`src/rtl/demux_pkg.sv`:
```
// Shared constants and types for the 1-to-4 demux dispatch controller.
package demux_pkg;

  localparam int NCH   = 4;
  localparam int SEL_W = 2;

  typedef enum logic {
    IDLE = 1'b0,
    HOLD = 1'b1
  } state_e;

  localparam logic MODE_RR  = 1'b0;
  localparam logic MODE_DIR = 1'b1;

  // Channel successor; the 2-bit add wraps 3 -> 0 on its own.
  function automatic logic [SEL_W-1:0] next_ch(input logic [SEL_W-1:0] ch);
    return ch + SEL_W'(1);
  endfunction

endpackage

```
`src/rtl/demux_dispatch_ctrl_demux.sv`:
```
// Combinational 1-to-4 demux: routes input i to the output selected by {s1,s0}.
module demux_dispatch_ctrl_demux (
  input  logic i_i,
  input  logic s1_i,
  input  logic s0_i,
  output logic y3_o,
  output logic y2_o,
  output logic y1_o,
  output logic y0_o
);

  assign y0_o = i_i & ~s1_i & ~s0_i;
  assign y1_o = i_i & ~s1_i &  s0_i;
  assign y2_o = i_i &  s1_i & ~s0_i;
  assign y3_o = i_i &  s1_i &  s0_i;

endmodule

```
`src/rtl/demux_dispatch_ctrl.sv`:
```
// Dispatch controller: registers one source item at a time and routes it to one of
// four sinks, round-robin or directed, retargeting stalled round-robin items.
module demux_dispatch_ctrl
  import demux_pkg::*;
#(
  parameter int DW      = 8,
  parameter int TIMEOUT = 16,
  parameter int TW      = 5
) (
  input  logic             clk,
  input  logic             rst,
  input  logic             enable,
  input  logic             in_valid,
  output logic             in_ready,
  input  logic [DW-1:0]    in_data,
  input  logic             in_mode,
  input  logic [SEL_W-1:0] in_dest,
  output logic [NCH-1:0]   out_valid,
  input  logic [NCH-1:0]   out_ready,
  output logic [DW-1:0]    out_data,
  output logic [SEL_W-1:0] sel,
  output logic             timeout_evt
);

  localparam bit            RETARGET_EN = (TIMEOUT != 0);
  localparam logic [TW-1:0] WAIT_LAST   = RETARGET_EN ? TW'(TIMEOUT - 1) : '0;

  state_e           state_q, state_d;
  logic [DW-1:0]    data_q, data_d;
  logic             mode_q, mode_d;
  logic [SEL_W-1:0] sel_q, sel_d;
  logic [SEL_W-1:0] rr_q, rr_d;
  logic [TW-1:0]    wait_q, wait_d;
  logic             evt_q, evt_d;

  logic hold;
  logic accept;
  logic load;
  logic retarget;

  assign hold     = (state_q == HOLD);
  assign accept   = hold && out_ready[sel_q];
  assign in_ready = enable && (!hold || accept);
  assign load     = in_valid && in_ready;
  // A sink that becomes ready on the last wait cycle still takes the item on the old channel.
  assign retarget = hold && (mode_q == MODE_RR) && RETARGET_EN && !accept && (wait_q == WAIT_LAST);

  always_comb begin
    state_d = state_q;
    data_d  = data_q;
    mode_d  = mode_q;
    sel_d   = sel_q;
    rr_d    = rr_q;
    wait_d  = wait_q;
    evt_d   = retarget;
    if (load) begin
      state_d = HOLD;
      data_d  = in_data;
      mode_d  = in_mode;
      wait_d  = '0;
      if (in_mode == MODE_DIR) begin
        sel_d = in_dest;
      end else begin
        sel_d = rr_q;
        rr_d  = next_ch(rr_q);
      end
    end else if (accept) begin
      state_d = IDLE;
      wait_d  = '0;
    end else if (retarget) begin
      sel_d  = next_ch(sel_q);
      wait_d = '0;
    end else if (hold) begin
      wait_d = wait_q + TW'(1);
    end
  end

  always_ff @(posedge clk or posedge rst) begin
    if (rst) begin
      state_q <= IDLE;
      data_q  <= '0;
      mode_q  <= MODE_RR;
      sel_q   <= '0;
      rr_q    <= '0;
      wait_q  <= '0;
      evt_q   <= 1'b0;
    end else begin
      state_q <= state_d;
      data_q  <= data_d;
      mode_q  <= mode_d;
      sel_q   <= sel_d;
      rr_q    <= rr_d;
      wait_q  <= wait_d;
      evt_q   <= evt_d;
    end
  end

  demux_dispatch_ctrl_demux u_demux (
    .i_i  (hold),
    .s1_i (sel_q[1]),
    .s0_i (sel_q[0]),
    .y3_o (out_valid[3]),
    .y2_o (out_valid[2]),
    .y1_o (out_valid[1]),
    .y0_o (out_valid[0])
  );

  assign out_data    = data_q;
  assign sel         = sel_q;
  assign timeout_evt = evt_q;

endmodule

```
`config.mk`:
```
export PLATFORM = sky130hd
export DESIGN_NAME = demux_dispatch_ctrl
export DESIGN_NICKNAME = d
export VERILOG_FILES = /design/src/rtl/demux_pkg.sv /design/src/rtl/demux_dispatch_ctrl_demux.sv /design/src/rtl/demux_dispatch_ctrl.sv
export SDC_FILE = /design/constraint.sdc
export NUM_CORES = 1
export LEC_CHECK = 0
export CAP_MARGIN = 20
export CELL_PAD_IN_SITES_DETAIL_PLACEMENT = 1
export CELL_PAD_IN_SITES_GLOBAL_PLACEMENT = 1
export CORE_UTILIZATION = 36
export CTS_CLUSTER_DIAMETER = 30
export DETAILED_ROUTE_END_ITERATION = 7
export PLACE_DENSITY = 0.95
export SLEW_MARGIN = 5
export SYNTH_ARGS = -nofsm -noshare
export SYNTH_HDL_FRONTEND = slang
export SYNTH_SLANG_ARGS = --single-unit
```
`constraint.sdc`:
```
create_clock -name clk -period 3.5 [get_ports clk]
set_input_delay 0.7 -clock clk [delete_from_list [all_inputs] [get_ports clk]]
set_output_delay 0.7 -clock clk [all_outputs]
set_load 0.1 [all_outputs]
```
[Word-level counts from Yosys, hierarchy flattened]
Cells that the tools add are included.
Cells by class
  bitwise logic cells: 10
  magnitude comparators: 1
  reductions and logical operators: 14
  multiplexer cells: 12
  $add $sub $neg: 3
  eq/ne operators: 2
Operator list (number)
  $mux 5: 4
  $mux 2: 4
  $and 1x1->1: 6
  $logic_and 1x1->1: 6
  $add 5x1->5 const B: 1
  $eq 5x4->1 const B: 1
  $add 2x1->2 const B: 2
  $not 1->1: 4
  $reduce_and 2->1: 2
  $reduce_bool 2->1: 2
  $reduce_bool 4->1: 1
  $lt 2x3->1 const B: 1
  $mux 1: 3
  $bmux 1 s2: 1
  $logic_not 1->1: 2
  $ne 2x1->1 const B: 1
  $logic_or 1x1->1: 1
Word-level totals
  flip-flop bits (word level): 20
  bits of input ports: 19

[Depth between registers and ports, before layout]
  depth in word-level cells: 9
  mapped depth: 6
  depth with buffers taken out: 5

[Hierarchy]
A second synthesis with hierarchy kept.
Unflattened totals
  cells, all modules: 81
  area, all modules: 1023.5 um^2
By module, submodules not included
  demux_dispatch_ctrl: cells an instance 77, area an instance 985.9 um^2, times used 1
  demux_dispatch_ctrl_demux: cells an instance 4, area an instance 37.5 um^2, times used 1

[Worst setup path before layout]
No wires, ideal clock.
  path type: in2out
  start point: in out_ready[3]
  end point: out in_ready
  required time: 2.800 ns
  data arrival time: 1.998 ns
  path buffers: 1
  setup slack: 0.802 ns
  cell stages on the path: 4
  cells stage by stage: mux4_2 or2_0 buf_2 and2_1
On the way
  longest elaborated chain between the ends: 5
Ends and longest elaborated chain
  start, declared: line demux_dispatch_ctrl.sv:19  | input logic [NCH-1:0] out_ready,
  $bmux 1 s2: line demux_dispatch_ctrl.sv:42  | assign accept = hold && out_ready[sel_q];
  $mux 1 (implied by the code): line demux_dispatch_ctrl.sv:42
  $logic_and 1x1->1: line demux_dispatch_ctrl.sv:42
  $logic_or 1x1->1: line demux_dispatch_ctrl.sv:43  | assign in_ready = enable && (!hold || accept);
  $logic_and 1x1->1: line demux_dispatch_ctrl.sv:43
  end, declared: line demux_dispatch_ctrl.sv:14  | output logic in_ready,
Every way passes these cells. The select of a mux whose other input is x is not followed.

[Final worst setup path]
Ends and elaborated chain as after synthesis.

==> metrics.cfg <==
[clock_tree]
cts.reportedPaths.clkPinSlew_ns=0.10
cts_setup_buffers=0
cts_root_buf=clkbuf_4
cts_sinks=20
cts_hold_buf=0
clock_path_buffers=2
cts_inserted_buffers=3
clk-insertion-delay-late_ns=0.30
cts.htree.levels=1
cts_tree=done
ctsResizeCount=0

[sta]
rsz0062_at_grt=false
tightest_slew_ns=0.985
finalSetupTns_ns=0
period_needed_ns=3.10
skew_ns=0.0114
slew_headroom=0.342
drv_slew=0
setup-violations-final=0
hold_violations=0
clock.fmax_mhz=322
period_share=0.886

[grt]
met2_usage=0.331
antenna_found_initial=0
busiest_layer=met2
grt-ovfl-total=0
first_global_vias=814
grt_max_degree=21
use_met1=0.196
met3_usage=0.0417
grt_pass1_wl_um=3660
grt_usage=0.181

[layout]
fin_util=0.538
layout-drive-gt1-share=0.250
antenna-diode-count=0
area_growth_syn_to_layout_pct=37.6
final_nets=133

[synth]
ys_ff_latch=20
netlist.area_leader.share=0.508
synth.distinct_cells=28
synth_compound_area_frac=0.0888
syn_nets=102
syn_inst=82
ys_seq_area_frac=0.508
synth_top_family_by_area=multiplexers
synthXorXnorAreaFrac=0.0444
yosys.area_share.simple=0.112
synth_area_um2=986
avgSynthCellArea_um2=12.0
synth_mux_area_frac=0.160
async_flop_share=1.00
yosysTopAreaCell=dfrtp_1
yosysWarnings=0
synth_area_leaders=dfrtp_1, mux2_2, buf_4
synthFlopType=dfrtp_1
synth_edf_count=0
synthAdderAreaFrac=0.0127

[worst_setup_path]
cp_max_fo=7
cp_data_arrival_time_ns=2.40
path_class=input pin to primary output
slowest_stage=mux4_2
worstPathCellList=clkdlybuf4s50_1 > mux4_2 > or2_0 > and2_1 > buf_12
critPathLaunchType=input pin
critPathBufInv=2
timing.critical_path.max_delay_family=simple AND/OR/NAND/NOR gates
max_stage_delay_ns=0.51
cp.required_ns=2.80
end_kind=primary output

[detailed_routing]
vias=735
wl_per_cell_um=15.8
drtIter0Drc=1
wirelength_um=2250
ant_nets=0
drt-vias-per-instance=5.18
firstDrtPassIters=2
drc=0

[pwr]
ir_drop_mv=0.780
power.density_nw_per_um2=974
p_leak_uw=0.000579

[outcome]
status=finished, final reports clean

[hold_path]
hold_path_class=register to register

[floorplanning]
io_pins=35
die_h_um=54.3
core_um2=2520
start_util=0.391
die_x_um=54.3
die-area_um2=2950
row_count=18

[flow_run]
drv_cap=0

[placement]
numPortBuffers=34
dp_hpwl_um=1690
gp_congestion=0.761

[layout make-up]
type,count,area [um^2]
sequential,20,500
clock buffer,3,22.5
fill,282,1170
inverter,3,11.3
tap,30,37.5
timing repair buffer,35,343
clock inverter,1,30.0
multi-input combinational,50,412
[cells by family (layout without fill, tap and decap cells)]
kind of cell    Yosys count  in the layout
buf+inv                  12             42
mux                      13             13
xor+xnor                  5              5
simple gates             21             21
flops                    20             20
compound gates           10             10
fa+ha+maj                 1              1
[cells in the mapped netlist, drive strengths merged (3+ instances only)]
cell type / instances
nor2: 6
mux2: 12
inv: 3
buf: 9
dfrtp: 20
a22o: 3
xor2: 3
[path summary, 6_finish.rpt]
kind                                startpoint                 endpoint  slack, ns  cells past startpoint
setup reg to reg            sel[0]$_DFFE_PP0P_  out_data[2]$_DFFE_PP0N_       1.29                      3
min in group asynchronous                  rst  out_data[4]$_DFFE_PP0N_       0.81                      2
hold / removal             rr_q[1]$_DFFE_PP0P_      rr_q[1]$_DFFE_PP0P_       0.50                      1
hold reg to reg            rr_q[1]$_DFFE_PP0P_      rr_q[1]$_DFFE_PP0P_       0.50                      1
setup / recovery                  out_ready[3]                 in_ready       0.40                      5
max in group asynchronous                  rst  out_data[3]$_DFFE_PP0N_       2.22                      2
[routing by layer]
layer,part of all wire,routed length [um]
met2,0.53,1190
met1,0.39,874
met3,0.073,164
met5,0,0
met4,0.012,26
[stage by stage]
stage / setup slack [ns] / cell area [um^2] / instances / hold WS (ns) / total power, uW
final: 0.398 / 1360 / 142 / 0.499 / 1320
after global routing: 0.359 / 1360 / 142 / 0.511 / 1390
after CTS: 0.391 / 1360 / 142 / 0.487 / 1340
after detailed placement: 0.396 / 1300 / 138 / 0.469 / 1140
after global placement: 0.458 / 1300 / 138 / 0.447 / 1120
after floorplan: 0.802 / 986 / 82 / 0.434 / 993
[flip-flops by register name, summed over array words and instances, names as in the netlist]
signal / cells
rr_q: 2
sel: 2
hold: 1
timeout_evt: 1
wait_q: 5
mode_q: 1
out_data: 8
[power by group]
group / total [uW] / internal [uW] / switching (uW)
registers: 382 / 309 / 72.3
logic: 756 / 210 / 546
clock network: 184 / 116 / 68.4
total: 1320 / 635 / 686
[placed cells by master (no fill, tap or decap)]
cell / netlist / routed
a211oi_1: 1 / 1
a21oi_1: 1 / 1
a22o_1: 3 / 3
and2_1: 2 / 2
and3_1: 1 / 1
buf_12: 0 / 1
buf_4: 7 / 7
bufinv_16: 0 / 1
clkbuf_4: 0 / 3
clkdlybuf4s50_1: 0 / 27
dfrtp_1: 20 / 20
ha_1: 1 / 1
inv_1: 3 / 3
mux2_2: 12 / 12
mux4_2: 1 / 1
nand2_1: 2 / 2
nand3_1: 2 / 2
nor2_1: 6 / 6
nor2b_1: 1 / 1
nor3_1: 2 / 2
nor3b_1: 2 / 2
o21a_1: 1 / 1
o21ai_2: 1 / 1
o221a_1: 1 / 1
o221ai_1: 1 / 1
o31ai_2: 1 / 1
or2_0: 1 / 1
or2_2: 1 / 1
or4_1: 1 / 1
xnor2_1: 2 / 2
xor2_1: 3 / 3
(Power assumes the default switching activity.)
